File: config.mk
export PLATFORM = sky130hd
export DESIGN_NAME = hazard_scoreboard
export DESIGN_NICKNAME = d
export VERILOG_FILES = /design/src/rtl/hazard_scoreboard.sv
export SDC_FILE = /design/constraint.sdc
export NUM_CORES = 1
export LEC_CHECK = 0
export BUFFER_PORTS_ARGS = -buffer_cell sky130_fd_sc_hd__buf_2
export CAP_MARGIN = 0
export CELL_PAD_IN_SITES_DETAIL_PLACEMENT = 1
export CELL_PAD_IN_SITES_GLOBAL_PLACEMENT = 1
export CORE_MARGIN = 5
export CORE_UTILIZATION = 45
export CTS_BUF_LIST = sky130_fd_sc_hd__clkbuf_8
export DETAILED_ROUTE_END_ITERATION = 8
export GPL_ROUTABILITY_DRIVEN = 0
export PLACE_DENSITY_LB_ADDON = 0.15
export SYNTH_ARGS = -nofsm -noshare
export SYNTH_HDL_FRONTEND = slang
export SYNTH_SLANG_ARGS = --single-unit
File: constraint.sdc
create_clock -name CLK -period 3.3 [get_ports CLK]
set_input_delay 0.495 -clock CLK [delete_from_list [all_inputs] [get_ports CLK]]
set_output_delay 0.495 -clock CLK [all_outputs]
set_load 0.005 [all_outputs]
File: src/rtl/hazard_scoreboard.sv
// hazard_scoreboard: read-after-write hazard unit beside the decode stage.
// A three-entry shift-register scoreboard (EXE, MEM, WB) records every
// in-flight register write. Decode stalls on RAW conflicts; the WB entry
// never stalls because the register file writes before it is read.
// Optional feature macro: HAZARD_FORWARDING_EN. When defined, only load-use
// stalls and registered operand-forwarding selects are produced for EXE.
// When undefined, the full-stall equation applies and the selects are tied 0.
module hazard_scoreboard #(
  parameter int DEPTH = 3,
  parameter int CNT_W = 16
) (
  input  logic             CLK,
  input  logic             RST,
  input  logic [3:0]       src1,
  input  logic [3:0]       src2,
  input  logic             Two_src,
  input  logic             id_WB_EN,
  input  logic             id_MEM_R_EN,
  input  logic [3:0]       id_Dest,
  input  logic             flush,
  output logic             hazard,
  output logic [1:0]       sel_src1,
  output logic [1:0]       sel_src2,
  output logic [CNT_W-1:0] stall_count
);

  typedef struct packed {
    logic       valid;
    logic [3:0] dest;
    logic       is_load;
  } sb_entry_t;

  sb_entry_t        sb_exe_r;
  sb_entry_t        sb_mem_r;
  sb_entry_t        sb_wb_r;
  sb_entry_t        new_entry_s;
  logic             hazard_s;
  logic             bubble_s;
  logic             stall_inc_s;
  logic [CNT_W-1:0] stall_count_r;

  // The WB entry is only of interest to forwarding consumers downstream; the
  // is_load bits are only consulted in forwarding mode. Fold them into a sink.
  logic             sb_unused_s;
  assign sb_unused_s = ^{sb_wb_r, sb_mem_r.is_load, sb_exe_r.is_load, 2'(DEPTH)};

  function automatic logic sb_match(input sb_entry_t e, input logic [3:0] s);
    return e.valid && (e.dest == s);
  endfunction

  // Hazard equation: combinational from the scoreboard and the ID operands.
  always_comb begin
    hazard_s = 1'b0;
`ifdef HAZARD_FORWARDING_EN
    if (sb_exe_r.is_load) begin
      hazard_s = sb_match(sb_exe_r, src1) || (Two_src && sb_match(sb_exe_r, src2));
    end else begin
      hazard_s = 1'b0;
    end
`else
    hazard_s = sb_match(sb_exe_r, src1) || sb_match(sb_mem_r, src1) ||
               (Two_src && (sb_match(sb_exe_r, src2) || sb_match(sb_mem_r, src2)));
`endif
  end

  assign hazard = hazard_s;

  // Entry entering EXE: the ID instruction, or a bubble on stall/flush.
  always_comb begin
    bubble_s    = hazard_s || flush;
    new_entry_s = '0;
    if (bubble_s) begin
      new_entry_s = '0;
    end else begin
      new_entry_s = {id_WB_EN, id_Dest, id_MEM_R_EN};
    end
  end

  // Flush wins over hazard: an annulled instruction's stall is not counted.
  always_comb begin
    stall_inc_s = 1'b0;
    if (hazard_s && !flush && (stall_count_r != {CNT_W{1'b1}})) begin
      stall_inc_s = 1'b1;
    end else begin
      stall_inc_s = 1'b0;
    end
  end

  // Scoreboard shift register; advances unconditionally every edge.
  always_ff @(posedge CLK or negedge RST) begin
    if (!RST) begin
      sb_exe_r <= '0;
      sb_mem_r <= '0;
      sb_wb_r  <= '0;
    end else begin
      sb_wb_r  <= sb_mem_r;
      sb_mem_r <= sb_exe_r;
      sb_exe_r <= new_entry_s;
    end
  end

  // Saturating stall-cycle counter.
  always_ff @(posedge CLK or negedge RST) begin
    if (!RST) begin
      stall_count_r <= {CNT_W{1'b0}};
    end else if (stall_inc_s) begin
      stall_count_r <= stall_count_r + {{(CNT_W-1){1'b0}}, 1'b1};
    end else begin
      stall_count_r <= stall_count_r;
    end
  end

  assign stall_count = stall_count_r;

`ifdef HAZARD_FORWARDING_EN
  logic [1:0] sel_src1_r;
  logic [1:0] sel_src2_r;
  logic [1:0] sel_src1_s;
  logic [1:0] sel_src2_s;

  // Youngest producer wins: EXE (MEM result next cycle) before MEM (WB result).
  function automatic logic [1:0] fwd_sel(input sb_entry_t exe_e,
                                         input sb_entry_t mem_e,
                                         input logic [3:0] s);
    logic [1:0] sel;
    if (sb_match(exe_e, s)) begin
      sel = 2'd1;
    end else if (sb_match(mem_e, s)) begin
      sel = 2'd2;
    end else begin
      sel = 2'd0;
    end
    return sel;
  endfunction

  // Next forward selects for the instruction leaving ID; zero for a bubble.
  always_comb begin
    sel_src1_s = 2'd0;
    sel_src2_s = 2'd0;
    if (bubble_s) begin
      sel_src1_s = 2'd0;
      sel_src2_s = 2'd0;
    end else begin
      sel_src1_s = fwd_sel(sb_exe_r, sb_mem_r, src1);
      if (Two_src) begin
        sel_src2_s = fwd_sel(sb_exe_r, sb_mem_r, src2);
      end else begin
        sel_src2_s = 2'd0;
      end
    end
  end

  // Selects travel with the instruction into EXE.
  always_ff @(posedge CLK or negedge RST) begin
    if (!RST) begin
      sel_src1_r <= 2'd0;
      sel_src2_r <= 2'd0;
    end else begin
      sel_src1_r <= sel_src1_s;
      sel_src2_r <= sel_src2_s;
    end
  end

  assign sel_src1 = sel_src1_r;
  assign sel_src2 = sel_src2_r;
`else
  assign sel_src1 = 2'd0;
  assign sel_src2 = 2'd0;
`endif

endmodule
Word-level counts from Yosys, hierarchy flattened
Cells that the tools add are included.
{ "op_classes": {"n_addsub": 1, "n_eq_ne": 5, "mux": 2, "n_reduce_logical": 12} }
{ "op_table": {"columns": ["operator", "count"], "rows": [
  ["$add A16 B1 Y16 const B", 1],
  ["$eq A4 B4 Y1", 4],
  ["$ne A16 B16 Y1 const B", 1],
  ["$logic_and A1 B1 Y1", 7],
  ["$mux W6", 1],
  ["$logic_or A1 B1 Y1", 4],
  ["$logic_not A1 Y1", 1],
  ["$mux W1", 1]
]} }
{ "totals": {"regBits": 26, "input_bits": 18, "output_inout_bits": 21, "wordCells": 25} }

Longest topological paths before layout
Gate-level depths: netlist of run 1.
{ "logic_depth": {"ltp_word": 8, "ltp_mapped": 9, "ltp_nobuf": 8} }

Least setup slack after synthesis of run 1
Ideal clock, no wire load.
{ "synth_path": {"path_type": "input to register", "start": "input src1[1]", "end": "register stall_count_r[1] (netlist: stall_count[1])", "setup_time_ps": 125, "arrival_time_ps": 1902, "required_ps": 3175, "setup_slack_ps": 1273, "cell_stages": 7, "n_path_buf": 1, "cell_sequence": "xor2_1 > nor4_1 > a21oi_1 > and3_4 > buf_6 > or3_4 > mux2_4"} }
{ "synth_between": {"elab_chain_cells": 7, "elab_cells_between_ends": 9, "cone_classes": "2 x eq/ne; 1 x mux; 6 x reduce/logical"} }
{ "synth_rtl": {"columns": ["item", "line_no", "source"], "rows": [
  ["start, declared", "14", "input logic [3:0] src1,"],
  ["$eq A4 B4 Y1", "48", "return e.valid && (e.dest == s);"],
  ["$logic_and A1 B1 Y1", "48", null],
  ["$logic_or A1 B1 Y1 (*) (2 in a row)", "61", "hazard_s = sb_match(sb_exe_r, src1) || sb_match(sb_mem_r, src1) ||"],
  ["$logic_and A1 B1 Y1 (*) (2 in a row)", "82", "if (hazard_s && !flush && (stall_count_r != {CNT_W{1'b1}})) begin"],
  ["$mux W1 (*)", "82", null],
  ["end signal, assigned", "105", "stall_count_r <= {CNT_W{1'b0}};"],
  ["end signal, assigned", "107", "stall_count_r <= stall_count_r + {{(CNT_W-1){1'b0}}, 1'b1};"],
  ["end signal, assigned", "109", "stall_count_r <= stall_count_r;"],
  ["end, declared", "40", "logic [CNT_W-1:0] stall_count_r;"]
]} }
Every way passes the cells marked *; elsewhere a longest branch is shown, timed or not.
A chain may end at the register's enable or synchronous reset.

Final worst setup path of run 1
{ "layout_path": {"start": "register sb_exe_r[2] in the netlist's numbering", "end": "output hazard"} }
{ "layout_between": {"elab_chain_cells": 5, "elab_cells_between_ends": 8, "cone_classes": "2 x eq/ne; 6 x reduce/logical"} }
{ "layout_rtl": {"columns": ["item", "line_no", "source"], "rows": [
  ["start, declared", "33", "sb_entry_t sb_exe_r;"],
  ["start signal, assigned", "98", "sb_exe_r <= new_entry_s;"],
  ["$eq A4 B4 Y1", "48", null],
  ["$logic_and A1 B1 Y1", "48", null],
  ["$logic_or A1 B1 Y1", "62", "(Two_src && (sb_match(sb_exe_r, src2) || sb_match(sb_mem_r, src2)));"],
  ["$logic_and A1 B1 Y1", "62", null],
  ["$logic_or A1 B1 Y1 (*)", "61", null],
  ["end, declared", "21", "output logic hazard,"]
]} }
Marked as above.

==> impl_metrics.json, run 1 <==
{
  "cts_buffers": 3,
  "syn_to_final_growth_pct": 16.1,
  "rsz0062_at_grt": "false",
  "syn-cell-area_um2": 1430,
  "rows": 20,
  "grt_max_degree": 27,
  "fill_cells": 357,
  "drt_iter0_drc": 23,
  "globalRouteOverflowTotal": 0,
  "cts.sinks": 26,
  "synth_cells": 126,
  "n_antenna_cell": 0,
  "cp_slowest_cell": "dfrtp_1",
  "min_period_ns": 2.30,
  "ff2ff_path_depth": 6,
  "worstPathMaxFanout": 14,
  "antenna_found_initial": 0,
  "setup.worst_path.end_class": "output port",
  "die_y_um": 66.4,
  "vias": 1050,
  "synth_warnings": 0,
  "ctsResizeCount": 0,
  "worst-path-buf-inv": 3,
  "core-area_um2": 3050,
  "p_switching_w": 0.000176,
  "synth_area_leaders": "dfrtp_1, xor2_1, nor4_2",
  "setup_violations": 0,
  "p_comb_frac": 0.148,
  "internal_power_w": 0.000496,
  "start_util": 0.468,
  "grt_pass1_vias": 1170,
  "r2r_slack_ns": 1.08,
  "final_max_slew_viol_count": 0,
  "slowest_delay_ns": 0.40,
  "synth_top_area_cell": "dfrtp_1",
  "synth-edff-count": 0,
  "holdBufCountCts": 0,
  "yosysSeqAreaShare": 0.455,
  "synth.most_common_cell": "dfrtp_1",
  "synth_flop_cell": "dfrtp_1",
  "finalCritPeriodShare": 0.696,
  "critical_path_cell_count": 7,
  "clkTransAtPathRegs_ns": 0.09,
  "tns_ns": 0,
  "p_sw_frac": 0.262,
  "die_area_um2": 4400,
  "grt_util_all_layers": 0.167,
  "path_cells": "inv_1 -> o22ai_1 -> nor3_1 -> a21oi_1 -> and3_4 -> inv_1 -> buf_2",
  "post_cts_buffers": 0,
  "drv_cap": 0,
  "syn_avg_cell_area_um2": 11.3,
  "timing.hold.ws_ns": 0.215,
  "cts-root-buf": "clkbuf_8",
  "powerDensity_nw_per_um2": 405,
  "antenna_left": 0,
  "nets": 179,
  "synth_commonest_cells": "dfrtp_1, xor2_1, nand2_1",
  "dp_hpwl_um": 2430,
  "status": "complete, no violations",
  "power_leakage_nw": 0.829,
  "path_class": "reg -> out",
  "cts_buffer_depth": 2,
  "arrival_ns": 1.80,
  "clkPwrFrac": 0.310,
  "slew_headroom": 0.609,
  "synthArstFlopShare": 1.00,
  "fp.dieW_um": 66.4,
  "ys_types": 32,
  "wire_per_inst_um": 15.6,
  "finalHoldViolations": 0,
  "fin_skew_ns": 0.00485,
  "ir_drop_mv": 0.159,
  "drc": 0,
  "routed_via_density": 5.17,
  "cts_max_level": 1,
  "clock_latency_ns": 0.27,
  "wl_um": 3170,
  "path_common_cell": "inv_1",
  "ys_ff_latch": 26,
  "seq_power_share": 0.542,
  "grt_first_pass_wirelength_um": 5570,
  "critPathLaunchType": "register",
  "cts_tree": "done",
  "critical_path_required_ns": 2.80,
  "crit_family": "simple AND/OR/NAND/NOR gates",
  "pin_count": 39,
  "synth_top_area_share": 0.455,
  "max_freq_mhz": 436,
  "worst_pin_slew_ns": 0.587,
  "drtPass1Iterations": 4,
  "min_path_type": "in -> async",
  "drive_gt1_frac": 0.333,
  "io_buffers": 33
}
==> cell families (layout without fill, tap and decap cells) <==
group | count (synthesis) | after routing | share of synthesized area
buffers and inverters | 13 | 43 | 0.0552
AOI/OAI and AO/OA | 6 | 6 | 0.0280
DFF | 26 | 26 | 0.455
and+or+nand+nor | 51 | 51 | 0.271
other | 1 | 4 | 0.00262
adders and majority gates | 1 | 1 | 0.00876
xor gates and xnor gates | 25 | 25 | 0.153
muxes | 3 | 3 | 0.0263
==> layer usage <==
metal  GRT usage  vias to the layer above  routed length [um]
li1            -                      498                   -
met3      0.0323                        4                 106
met4      0.0609                        0                  40
met2       0.283                       24                1560
met5           0                        -                   0
met1       0.208                      524                1460
==> layout make-up <==
class / instances / area, um^2 / share of cell area
tap: 44 / 55.1 / 0.0332
multi-input combinational: 90 / 711 / 0.428
sequential: 26 / 651 / 0.392
clock buffer: 4 / 55.1 / 0.0332
inverter: 6 / 22.5 / 0.0136
timing repair buffer: 33 / 165 / 0.0995
==> state kept, by name (all words and copies together), names as in the netlist <==
register and count:
sb_exe_r 5, sb_mem_r 5, stall_count 16
==> cells in the final DEF, fill, tap and decap left out, types with 3 or more instances in the layout <==
cell type and instances:
buf_2 33, dfrtp_1 26, xor2_1 19, nand2_1 8
nor4_2 7, xnor2_1 6, inv_1 6, nand3_1 6
nor3_1 5, and2_1 5, nor4_1 4, conb_1 4
clkbuf_8 4, nor4b_2 3
==> path summary, 6_finish.rpt <==
check                               startpoint         endpoint
max in group asynchronous                  RST  stall_count[14]
worst max register to register  stall_count[0]   stall_count[1]
worst max-delay path               sb_exe_r[2]           hazard
min in group CLK                   sb_exe_r[5]      sb_mem_r[5]
worst min register to register     sb_exe_r[5]      sb_mem_r[5]
worst min-delay path                       RST      sb_mem_r[1]
==> per-stage QoR <==
stage,util,cells,power [W],cell area (um^2),setup WS [ns]
finish,0.543,203,0.000672,1660,1.00
global route,0.543,203,0.000709,1660,0.837
CTS,0.543,203,0.000681,1660,0.982
detailed placement,0.525,199,0.000472,1600,1.10
global placement,0.525,199,0.000466,1600,1.11
floorplan,-,129,0.000427,1440,1.27
==> power by group through the flow <==
stage | Clock [W] | Combinational, W | Sequential (W)
after floorplan | 0 | 0.0000598 | 0.000367
after global placement | 0 | 0.0000975 | 0.000369
after detailed placement | 0 | 0.000102 | 0.000371
after CTS | 0.000215 | 0.000102 | 0.000365
after global routing | 0.000230 | 0.000111 | 0.000368
final | 0.000208 | 0.0000998 | 0.000364
(Power assumes the default switching activity.)
==> run 2, diff against run 1 <==
--- a/config.mk
+++ b/config.mk
@@ -10,7 +10,7 @@
 export CELL_PAD_IN_SITES_DETAIL_PLACEMENT = 1
 export CELL_PAD_IN_SITES_GLOBAL_PLACEMENT = 1
 export CORE_MARGIN = 5
-export CORE_UTILIZATION = 45
+export CORE_UTILIZATION = 42
 export CTS_BUF_LIST = sky130_fd_sc_hd__clkbuf_8
 export DETAILED_ROUTE_END_ITERATION = 8
 export GPL_ROUTABILITY_DRIVEN = 0
==> constraint.sdc (replaced) <==
create_clock -name CLK -period 2.37 [get_ports CLK]
set_input_delay 0.3555 -clock CLK [delete_from_list [all_inputs] [get_ports CLK]]
set_output_delay 0.3555 -clock CLK [all_outputs]
set_load 0.005 [all_outputs]
==> impl_metrics.json, run 2 (same netlist as run 1, synthesis figures left out) <==
{
  "cts_buffers": 3,
  "setup_violations": 0,
  "start_util": 0.432,
  "core-area_um2": 3310,
  "largest_register_ffs": 16,
  "grt_max_degree": 27,
  "powerDensity_nw_per_um2": 597,
  "rsz0062_at_grt": "false",
  "slew_headroom": 0.611,
  "min_path_type": "in -> async",
  "fin_cells": 206,
  "finalCritPeriodShare": 0.927,
  "worstPathMaxFanout": 14,
  "cts.sinks": 26,
  "clkTransAtPathRegs_ns": 0.09,
  "final_cell_mix": "buf_2, dfrtp_1, xor2_1",
  "grt-busiest-layer": "met2",
  "antenna_found_initial": 0,
  "drtPass1Iterations": 4,
  "final_common_cell": "buf_2",
  "routed_via_density": 5.05,
  "tns_ns": 0,
  "clock_latency_ns": 0.27,
  "cts_max_level": 1,
  "grt_use_met2": 0.241,
  "min_period_ns": 2.20,
  "drc": 0,
  "cts_buffer_depth": 2,
  "place_inst": 202,
  "globalRouteOverflowTotal": 0,
  "path_class": "reg -> out",
  "finalHoldViolations": 0,
  "ctsResizeCount": 0,
  "r2r-end": "stall_count[1]",
  "dp_hpwl_um": 2430,
  "worstReg2RegStart": "sb_mem_r[2]",
  "ff2ff_path_depth": 6,
  "grt_util_all_layers": 0.146,
  "vias": 1041,
  "ir_drop_mv": 0.402,
  "nets": 180,
  "post_cts_buffers": 0,
  "met3_usage": 0.0279,
  "arrival_ns": 1.84,
  "cts-root-buf": "clkbuf_8",
  "critical_path_required_ns": 2.01,
  "max_freq_mhz": 455,
  "final_max_slew_viol_count": 0,
  "r2r_slack_ns": 0.33,
  "drive_gt1_frac": 0.338,
  "wire_per_inst_um": 14.8,
  "drv_cap": 0,
  "use_met1": 0.184,
  "die_y_um": 68.3,
  "setup.worst_path.end_class": "output port",
  "grt_first_pass_wirelength_um": 4990,
  "cts_tree": "done",
  "power_leakage_nw": 0.841,
  "wl_um": 3050,
  "fp.dieW_um": 68.3,
  "rows": 21,
  "critPathLaunchType": "register",
  "drt_iter0_drc": 19,
  "fin_skew_ns": 0.00556,
  "holdBufCountCts": 0,
  "status": "complete, no violations",
  "finalPower_w": 0.00101,
  "syn_to_final_growth_pct": 18.0,
  "final_core_util": 0.509,
  "io_buffers": 33,
  "die_area_um2": 4670,
  "n_antenna_cell": 0,
  "pin_count": 39,
  "antenna_left": 0,
  "grt_pass1_vias": 1088,
  "worst_pin_slew_ns": 0.583
}
-- run 2: cell count changes in the layout (fill, tap and decap cells not counted), sizes merged --
cell	change
buf	+1
clkbuf	-1
bufinv	+1
-- run 2: critical path: stages, from the launching register on --
cell and delay, ns:
dfrtp_1 0.41, inv_1 0.07, o22ai_1 0.15, nor3_1 0.08, a21oi_1 0.19, and3_4 0.36, inv_1 0.15, buf_2 0.16
-- run 2: per-layer routing --
| layer | wire [um] | part of all wire |
|---|---|---|
| met5 | 0 | 0 |
| met4 | 55 | 0.018 |
| met3 | 165 | 0.054 |
| met2 | 1460 | 0.48 |
| met1 | 1370 | 0.45 |
-- run 2: layout make-up --
cell class              instances  area (um^2)
flip-flops and latches         26          651
clock buffers                   3         41.3
fillers                       382         1630
clock inverters                 1         30.0
well taps                      46         57.6
multi-input cells              90          711
repair buffers                 34          173
inverters                       6         22.5
-- run 2: where the power goes --
group | switching (W) | internal, W
combinational | 0.0000677 | 0.0000684
sequential | 0.0000350 | 0.000473
clock | 0.000137 | 0.000226
total | 0.000240 | 0.000767
-- run 2: worst max-delay path by stage --
stage                   start        endpoint  cells past startpoint
2_1_floorplan  stall_count[0]  stall_count[1]                      6
3_3_place_gp          src1[1]  stall_count[1]                      7
3_5_place_dp          src1[1]  stall_count[1]                      7
4_1_cts           sb_exe_r[1]          hazard                      7
5_1_grt           sb_exe_r[1]          hazard                      7
6_report          sb_exe_r[2]          hazard                      7
-- run 2: stage by stage --
stage               hold WS [ns]  cell area, um^2  worst slack, ns
finish                    0.0770             1690            0.174
global route               0.132             1690            0.108
global placement           0.388             1610            0.304
CTS                        0.103             1690            0.145
floorplan                 0.0599             1440            0.351
detailed placement         0.400             1610            0.236
==> run 3, diff against run 2 <==
--- a/config.mk
+++ b/config.mk
@@ -14,7 +14,8 @@
 export CTS_BUF_LIST = sky130_fd_sc_hd__clkbuf_8
 export DETAILED_ROUTE_END_ITERATION = 8
 export GPL_ROUTABILITY_DRIVEN = 0
-export PLACE_DENSITY_LB_ADDON = 0.15
+export PLACE_DENSITY_LB_ADDON = 0.1
+export SETUP_SLACK_MARGIN = 0.05
 export SYNTH_ARGS = -nofsm -noshare
 export SYNTH_HDL_FRONTEND = slang
 export SYNTH_SLANG_ARGS = --single-unit
==> constraint.sdc (replaced) <==
create_clock -name CLK -period 2.2 [get_ports CLK]
set_input_delay 0.33 -clock CLK [delete_from_list [all_inputs] [get_ports CLK]]
set_output_delay 0.33 -clock CLK [all_outputs]
set_load 0.005 [all_outputs]
==> impl_metrics.json, run 3 (same netlist as run 1, synthesis figures left out) <==
{
  "final_common_cell": "buf_2",
  "powerDensity_nw_per_um2": 596,
  "cp_slowest_cell": "dfrtp_1",
  "worst_pin_slew_ns": 0.584,
  "met2WireLength_um": 1660,
  "grt_first_pass_wirelength_um": 5240,
  "setup.worst_path.end_class": "output port",
  "worstPathMaxFanout": 8,
  "min_period_ns": 2.01,
  "die_y_um": 68.3,
  "final_max_slew_viol_count": 0,
  "dr_wl_met3_um": 99,
  "dp_hpwl_um": 2500,
  "status": "complete, no violations",
  "slowest_delay_ns": 0.41,
  "stdcell_area_um2": 1680,
  "path_cells": "xor2_1 -> nor4_1 -> a21oi_1 -> and3_4 -> inv_2 -> buf_2",
  "cts_max_level": 1,
  "vias": 1065,
  "tns_ns": 0,
  "wire_per_inst_um": 15.6,
  "place_area_um2": 1620,
  "critPathLaunchType": "register",
  "wl_met1_um": 1450,
  "arrival_ns": 1.68,
  "die_area_um2": 4670,
  "io_buffers": 33,
  "clock_latency_ns": 0.27,
  "grt_pass1_vias": 1086,
  "finalHoldViolations": 0,
  "slew_headroom": 0.611,
  "critical_path_required_ns": 1.87,
  "setup_violations": 0,
  "cts-root-buf": "clkbuf_8",
  "drv_cap": 0,
  "largest_register_ffs": 16,
  "drt_iter0_drc": 26,
  "start_util": 0.432,
  "fin_skew_ns": 0.00982,
  "syn_to_final_growth_pct": 17.9,
  "cts.sinks": 26,
  "pin_count": 39,
  "min_path_type": "in -> async",
  "holdBufCountCts": 0,
  "wl_um": 3240,
  "rows": 21,
  "worstReg2RegStart": "sb_mem_r[2]",
  "rsz0062_at_grt": "false",
  "finalCritPeriodShare": 0.912,
  "drc": 0,
  "core-area_um2": 3310,
  "grt_util_all_layers": 0.150,
  "n_antenna_cell": 0,
  "ir_drop_mv": 0.303,
  "max_freq_mhz": 498,
  "cts_tree": "done",
  "grt_max_degree": 27,
  "path_class": "reg -> out",
  "cts_buffer_depth": 2,
  "fill_cells": 394,
  "maxUsedRoutingLayer": "met4",
  "clkTransAtPathRegs_ns": 0.09,
  "final_cell_mix": "buf_2, dfrtp_1, xor2_1",
  "cts_buffers": 3,
  "globalRouteOverflowTotal": 0,
  "fp.dieW_um": 68.3,
  "antenna_left": 0,
  "routed_via_density": 5.12,
  "drtPass1Iterations": 4,
  "ff2ff_path_depth": 6,
  "power_leakage_nw": 0.842,
  "critPathLaunch": "sb_mem_r[2]",
  "antenna_found_initial": 0,
  "drive_gt1_frac": 0.352,
  "nets": 182
}
-- run 3: changes by cell type in the layout (fill, tap and decap cells not counted), sizes merged --
cell | previous run | this run
clkbuf | 3 | 4
bufinv | 1 | 0
buf | 34 | 36
-- run 3: timing repair --
item / CTS / global route
buffers inserted: 0 / 1
setup endpoints to repair: 0 / 1
gates resized for setup: 0 / 1
-- run 3: per-stage QoR --
stage / setup WS [ns] / total power (W) / util / instances / hold slack, ns
floorplan: 0.181 / 0.000641 / - / 129 / 0.0344
global placement: 0.210 / 0.000700 / 0.490 / 203 / 0.364
detailed placement: 0.147 / 0.000713 / 0.490 / 203 / 0.373
CTS: 0.105 / 0.00102 / 0.506 / 207 / 0.0697
global route: 0.0747 / 0.00105 / 0.509 / 208 / 0.0995
finish: 0.194 / 0.00100 / 0.509 / 208 / 0.0514
-- run 3: final cells by class --
type	count	area, um^2	share of cell area
multi-input combinational	90	711	0.422
tap	46	57.6	0.0342
inverter	6	22.5	0.0134
clock buffer	4	55.1	0.0327
timing repair buffer	36	188	0.111
sequential	26	651	0.386
-- run 3: per-layer routing --
layer / track usage / vias to the layer above
li1: - / 507
met1: 0.199 / 537
met2: 0.249 / 19
met3: 0.0213 / 2
met4: 0.0521 / 0
met5: 0 / -
-- run 3: critical path: cells and delay by family, from the launching register on --
kind	cells	cell delay, ns
and+or+nand+nor	2	0.55
DFF	1	0.41
buffers and inverters	2	0.22
xor gates and xnor gates	1	0.15
AOI/OAI and AO/OA	1	0.08
-- run 3: final timing paths --
| check | end | slack [ns] |
|---|---|---|
| hold reg to reg | sb_mem_r[2] | 0.43 |
| hold / removal | stall_count[4] | 0.05 |
| setup reg to reg | stall_count[1] | 0.22 |
| max in group asynchronous | sb_exe_r[1] | 1.75 |
| setup / recovery | hazard | 0.19 |
| min in group CLK | sb_exe_r[1] | 0.27 |
-- run 3: report_power, final --
group          total [W]  internal (W)  switching (W)
Sequential      0.000546      0.000510      0.0000367
Combinational   0.000155     0.0000775      0.0000772
Clock           0.000303      0.000160       0.000143
